`config.mk`:
```
export PLATFORM = sky130hd
export DESIGN_NAME = seq_det_moore_param
export DESIGN_NICKNAME = d
export VERILOG_FILES = /design/src/rtl/seq_det_pkg.sv /design/src/rtl/seq_prefix_next.sv /design/src/rtl/seq_det_moore_param.sv
export SDC_FILE = /design/constraint.sdc
export NUM_CORES = 1
export LEC_CHECK = 0
export ABC_AREA = 1
export BUFFER_PORTS_ARGS = -buffer_cell sky130_fd_sc_hd__buf_2
export CAP_MARGIN = 20
export CELL_PAD_IN_SITES_DETAIL_PLACEMENT = 0
export CELL_PAD_IN_SITES_GLOBAL_PLACEMENT = 1
export CORE_UTILIZATION = 40
export CTS_CLUSTER_SIZE = 8
export DETAILED_ROUTE_END_ITERATION = 7
export PLACE_DENSITY_LB_ADDON = 0.05
export SLEW_MARGIN = 20
export SYNTH_ARGS = -nofsm -noshare
export SYNTH_HDL_FRONTEND = slang
export SYNTH_SLANG_ARGS = --single-unit
```
`constraint.sdc`:
```
create_clock -name clk -period 3.8 [get_ports clk]
set_input_delay 0.19 -clock clk [delete_from_list [all_inputs] [get_ports clk]]
set_output_delay 0.19 -clock clk [all_outputs]
set_load 0.02 [all_outputs]
```
`src/rtl/seq_det_pkg.sv`:
```
// Shared definitions for the parametrised Moore sequence detector:
// state-width helper, default patterns, detection-mode and step encodings.
package seq_det_pkg;

    // Width needed to hold a prefix length in 0..pat_w.
    function automatic int state_w(input int pat_w);
        return $clog2(pat_w + 1);
    endfunction

    // Reset patterns for the common configurations; MSB is received first.
    localparam logic [3:0] DEFAULT_PAT_4 = 4'b1011;
    localparam logic [7:0] DEFAULT_PAT_8 = 8'b1101_0010;

    // Behaviour after a completed match.
    typedef enum logic {
        NON_OVERLAP = 1'b0,
        OVERLAP     = 1'b1
    } overlap_mode_e;

    // What the state register does on the coming edge.
    typedef enum logic [1:0] {
        STEP_HOLD    = 2'd0,  // no accepted bit
        STEP_LOAD    = 2'd1,  // new pattern, progress cleared
        STEP_ADVANCE = 2'd2,  // extend the current prefix with the new bit
        STEP_RESTART = 2'd3   // non-overlap after a match: start from empty history
    } step_e;

endpackage

```
`src/rtl/seq_prefix_next.sv`:
```
// Combinational KMP step: given the pattern, the current prefix-match length
// and the incoming bit, returns the longest pattern prefix that is a suffix
// of (matched prefix + bit). All candidate lengths are evaluated in parallel.
module seq_prefix_next
    import seq_det_pkg::*;
#(
    parameter int  PAT_W   = 4,
    localparam int STATE_W = state_w(PAT_W)
) (
    input  logic [PAT_W-1:0]   pattern,
    input  logic [STATE_W-1:0] state,
    input  logic               in,
    output logic [STATE_W-1:0] next_len
);

    logic cand_hit;

    // For the active state k, test every length j and keep the largest hit.
    // NOTE: every variable written here gets a value before any branch, so no latch is inferred.
    always_comb begin
        next_len = '0;
        cand_hit = 1'b0;
        for (int k = 0; k <= PAT_W; k++) begin
            if (state == STATE_W'(k)) begin
                // j may not exceed k+1 (string length) nor PAT_W (state range).
                for (int j = 1; j <= ((k < PAT_W) ? k + 1 : PAT_W); j++) begin
                    // Last bit of the candidate suffix is the incoming bit; it
                    // must equal pattern bit j-1 (pattern bit 0 is the MSB).
                    cand_hit = (in == pattern[PAT_W-j]);
                    // Remaining j-1 suffix bits come from the matched prefix,
                    // starting at prefix position k-j+1.
                    for (int m = 0; m < j - 1; m++) begin
                        cand_hit = cand_hit &
                                   (pattern[PAT_W-1-m] == pattern[PAT_W-1-(k-j+1+m)]);
                    end
                    // Ascending j: a later hit is always the longer one.
                    if (cand_hit) begin
                        next_len = STATE_W'(j);
                    end
                end
            end
        end
    end

endmodule

```
`src/rtl/seq_det_moore_param.sv`:
```
// Runtime-loadable Moore sequence detector with valid qualifier, selectable
// overlapping/non-overlapping detection, exposed prefix-match state and a
// saturating match counter.
module seq_det_moore_param
    import seq_det_pkg::*;
#(
    parameter int               PAT_W       = 4,
    parameter logic [PAT_W-1:0] DEFAULT_PAT = DEFAULT_PAT_4,
    parameter int               COUNT_W     = 8,
    localparam int              STATE_W     = state_w(PAT_W)
) (
    input  logic               clk,
    input  logic               rst,          // asynchronous, active-low
    input  logic               in_valid,
    input  logic               in,
    input  logic               cfg_load,
    input  logic [PAT_W-1:0]   cfg_pattern,
    input  logic               cfg_overlap,
    input  logic               cnt_clr,
    output logic               det,
    output logic [STATE_W-1:0] match_state,
    output logic [COUNT_W-1:0] match_count
);

    localparam logic [STATE_W-1:0] FULL      = STATE_W'(PAT_W);
    localparam logic [COUNT_W-1:0] COUNT_MAX = {COUNT_W{1'b1}};

    logic [STATE_W-1:0] state_q;
    logic [STATE_W-1:0] state_d;
    logic [PAT_W-1:0]   pattern_q;
    logic [COUNT_W-1:0] count_q;
    logic [STATE_W-1:0] prefix_state;
    logic [STATE_W-1:0] prefix_next;
    step_e              step;
    logic               enter_full;

    // Single KMP evaluator; the non-overlap restart feeds it an empty history.
    seq_prefix_next #(
        .PAT_W (PAT_W)
    ) u_prefix_next (
        .pattern  (pattern_q),
        .state    (prefix_state),
        .in       (in),
        .next_len (prefix_next)
    );

    // Decide the step (load beats data), then select the next state.
    always_comb begin
        step         = STEP_HOLD;
        prefix_state = state_q;
        state_d      = state_q;
        enter_full   = 1'b0;

        if (cfg_load) begin
            step = STEP_LOAD;
        end else if (in_valid) begin
            if ((state_q == FULL) && (overlap_mode_e'(cfg_overlap) == NON_OVERLAP)) begin
                step = STEP_RESTART;
            end else begin
                step = STEP_ADVANCE;
            end
        end

        if (step == STEP_RESTART) begin
            prefix_state = '0;
        end

        // `in` only reaches state_d in the data steps, so an X on an
        // unqualified cycle never enters the register.
        unique case (step)
            STEP_HOLD:    state_d = state_q;
            STEP_LOAD:    state_d = '0;
            STEP_ADVANCE,
            STEP_RESTART: state_d = prefix_next;
            default:      state_d = state_q;
        endcase

        enter_full = ((step == STEP_ADVANCE) || (step == STEP_RESTART)) &&
                     (prefix_next == FULL);
    end

    // State and pattern registers; reset restores the default pattern.
    // NOTE: sequential state uses non-blocking assignments so every register samples pre-edge values.
    always_ff @(posedge clk or negedge rst) begin
        if (!rst) begin
            state_q   <= '0;
            pattern_q <= DEFAULT_PAT;
        end else begin
            state_q <= state_d;
            if (cfg_load) begin
                pattern_q <= cfg_pattern;
            end
        end
    end

    // Saturating match counter; a clear wins over a simultaneous match.
    always_ff @(posedge clk or negedge rst) begin
        if (!rst) begin
            count_q <= '0;
        end else if (cnt_clr) begin
            count_q <= '0;
        end else if (enter_full && (count_q != COUNT_MAX)) begin
            count_q <= count_q + COUNT_W'(1);
        end
    end

    // Moore outputs depend on registered state only.
    assign det         = (state_q == FULL);
    assign match_state = state_q;
    assign match_count = count_q;

endmodule
```
==> qor.csv <==
metric,value,unit
status,"finished, final reports clean",
comb_power_share,0.226,
ys_seq_area_frac,0.338,
cp_cell_sequence,ha_1 -> nand2_1 -> nor2_1 -> nand3_1 -> nand4_4 -> nand2_4 -> nand2_1 -> nand2_1,
drive_gt1_frac,0.232,
syn_avg_cell_area,6.75,um2
most-common-layout-cells,"nand2_1, buf_2, nor2_1",
path_delay_family,simple AND/OR/NAND/NOR gates,
arrival,1.79,ns
io_pins,23,
ys_types,28,
start_util,0.437,
cts_buffers,3,
rsz0062_at_grt,no,
maxCapViolations,0,
clockBufferDepth,2,
cts_root_buffer,clkbuf_4,
cts.repair.resized,0,
drv_slew,0,
dp_hpwl,1.88,mm
io_buffers,22,
synth_area,1120,um2
fin_skew,0.00414,ns
worstSetupPathType,reg2reg,
grt.overflow.total,0,
dr.pass1.iters,4,
peakVddDrop,0.000184,V
ys_seq_elements,15,
synth_fp_nets,178,
fp.dieW,54.9,um
final_util,0.500,
worstMarginPinSlew,0.350,ns
wirelength,2.41,mm
viasPerCell,4.98,
crit_slowest_cell,dfrtp_1,
num_rows,18,
groute.usage.overall,0.184,
cts_tree,yes,
p_seq_frac,0.516,
fin_setup_tns,0,ns
ys_warn_count,0,
switching_share,0.320,
power.density,273,nW/um2
leakage,0.697,nW
vias,1096,
grt_max_degree,16,
htreeDepth,1,
final_hold_viol_count,0,
gp_congestion,0.756,
clock_latency,0.28,ns
cts.sinks,15,
max_stage_delay,0.44,ns
wl_per_cell,10.9,um
antenna_cells,0,
drtIter0Drc,15,
layout_commonest_cell,nand2_1,
syn2layout_area_growth,14.6,%
grt_pass1_vias,916,
ant_nets,0,
netlist_instances,166,
fmax,0.619,GHz
nNetsFinal,203,
multi_input_area,654,um2
dieArea,3020,um2
regArea,379,um2
fill_cells,278,
cpMostUsedCell,nand2_1,
grt_pass1_wl,3.95,mm
postCtsHoldBufs,1,
cp-start-kind,register,
end_kind,register,
p_clk_frac,0.258,
slew-limit-headroom,0.767,
fin_crit_sh,0.425,
postCtsSetupBuffers,0,
finalSetupViolCount,0,
p_int,0.238,mW
drc,0,
die_h,54.9,um
hp-class,in2reg,
crit_required,3.97,ns
clk_pin_slew_worst_paths,0.09,ns
worst-path-buf-inv,0,
cp_max_fo,10,
coreArea,2570,um2
period_needed,1.62,ns
power_switching,0.112,mW
antenna_found_initial,0,
[synth_stat cells]
master / n / share of area
nand2_2: 1 / 0.0056
nand2_4: 2 / 0.020
dfrtp_1: 12 / 0.27
nor3b_1: 1 / 0.0067
nor2_4: 1 / 0.010
nand3_1: 17 / 0.076
ha_1: 1 / 0.011
clkinv_1: 1 / 0.0033
nand3b_1: 2 / 0.013
buf_2: 1 / 0.0045
nor2_1: 20 / 0.067
buf_6: 1 / 0.010
inv_1: 10 / 0.033
clkbuf_1: 1 / 0.0033
xnor2_1: 3 / 0.023
o21ai_2: 2 / 0.016
nand2_1: 61 / 0.20
nor3_4: 1 / 0.015
nor3_1: 2 / 0.0089
inv_2: 7 / 0.023
a21oi_1: 1 / 0.0045
nand4_4: 1 / 0.019
nand4_1: 2 / 0.011
dfstp_2: 3 / 0.070
xor2_1: 4 / 0.031
o21ai_0: 6 / 0.027
nand3_2: 1 / 0.0089
a31oi_1: 1 / 0.0056
[layer usage]
metal	vias to the layer above	part of all wire	global-route usage
met5	-	0	0
met4	0	0.0050	0.0750
met3	2	0.024	0.0328
met1	504	0.47	0.241
li1	574	-	-
met2	16	0.50	0.299
[worst min-delay path, cell delays in order]
cell	delay [ns]
buf_2	0.07
nand2_1	0.04
o21ai_0	0.06
[worst paths after layout]
| check | to | depth (start not counted) | from | slack (ns) |
|---|---|---|---|---|
| max | match_count[7]$_DFFE_PN0P_ | 8 | match_count[0]$_DFFE_PN0P_ | 2.18 |
| min | pattern_q[0]$_DFFE_PN1P_ | 3 | cfg_pattern[0] | 0.12 |
| max reg2reg | match_count[7]$_DFFE_PN0P_ | 8 | match_count[0]$_DFFE_PN0P_ | 2.18 |
| min reg2reg | match_count[6]$_DFFE_PN0P_ | 2 | match_count[6]$_DFFE_PN0P_ | 0.57 |
| max in group asynchronous | pattern_q[1]$_DFFE_PN1P_ | 2 | rst | 3.16 |
| min in group asynchronous | match_count[1]$_DFFE_PN0P_ | 2 | rst | 0.34 |
[power by group through the flow]
stage	logic, mW	registers (mW)	clock network [mW]
after global routing	0.0907	0.183	0.104
after global placement	0.0791	0.184	0
after floorplan	0.0581	0.183	0
after CTS	0.0804	0.181	0.0948
final	0.0792	0.181	0.0903
after detailed placement	0.0793	0.184	0
[stage by stage]
step                hold slack, ns  cells  power, mW  cell area (um2)  setup slack (ns)
CTS                          0.111    220      0.356             1280              2.18
floorplan                   -0.106    166      0.241             1120              2.20
detailed placement           0.118    215      0.263             1250              2.20
finish                       0.118    220      0.350             1280              2.18
global placement             0.114    215      0.263             1250              2.26
global route                0.0985    220      0.377             1280              2.03
[flip-flops by register name, indices dropped and copies added (netlist names)]
| name | flops |
|---|---|
| pattern_q | 4 |
| match_state | 3 |
| match_count | 8 |
[area by class of cell]
class / count / share of cell area
inverters: 18 / 0.0526
multi-input cells: 130 / 0.509
well taps: 30 / 0.0292
clock buffers: 4 / 0.0204
flip-flops and latches: 15 / 0.295
repair buffers: 23 / 0.0935
[cell families after synthesis]
family	synth area share
AND/OR/NAND/NOR	0.465
buffers and inverters	0.0781
flip-flops	0.338
AO/OA/AOI/OAI	0.0525
XOR/XNOR	0.0547
adder cells (fa/ha/maj)	0.0112
Power figures use the tool's default switching activity.
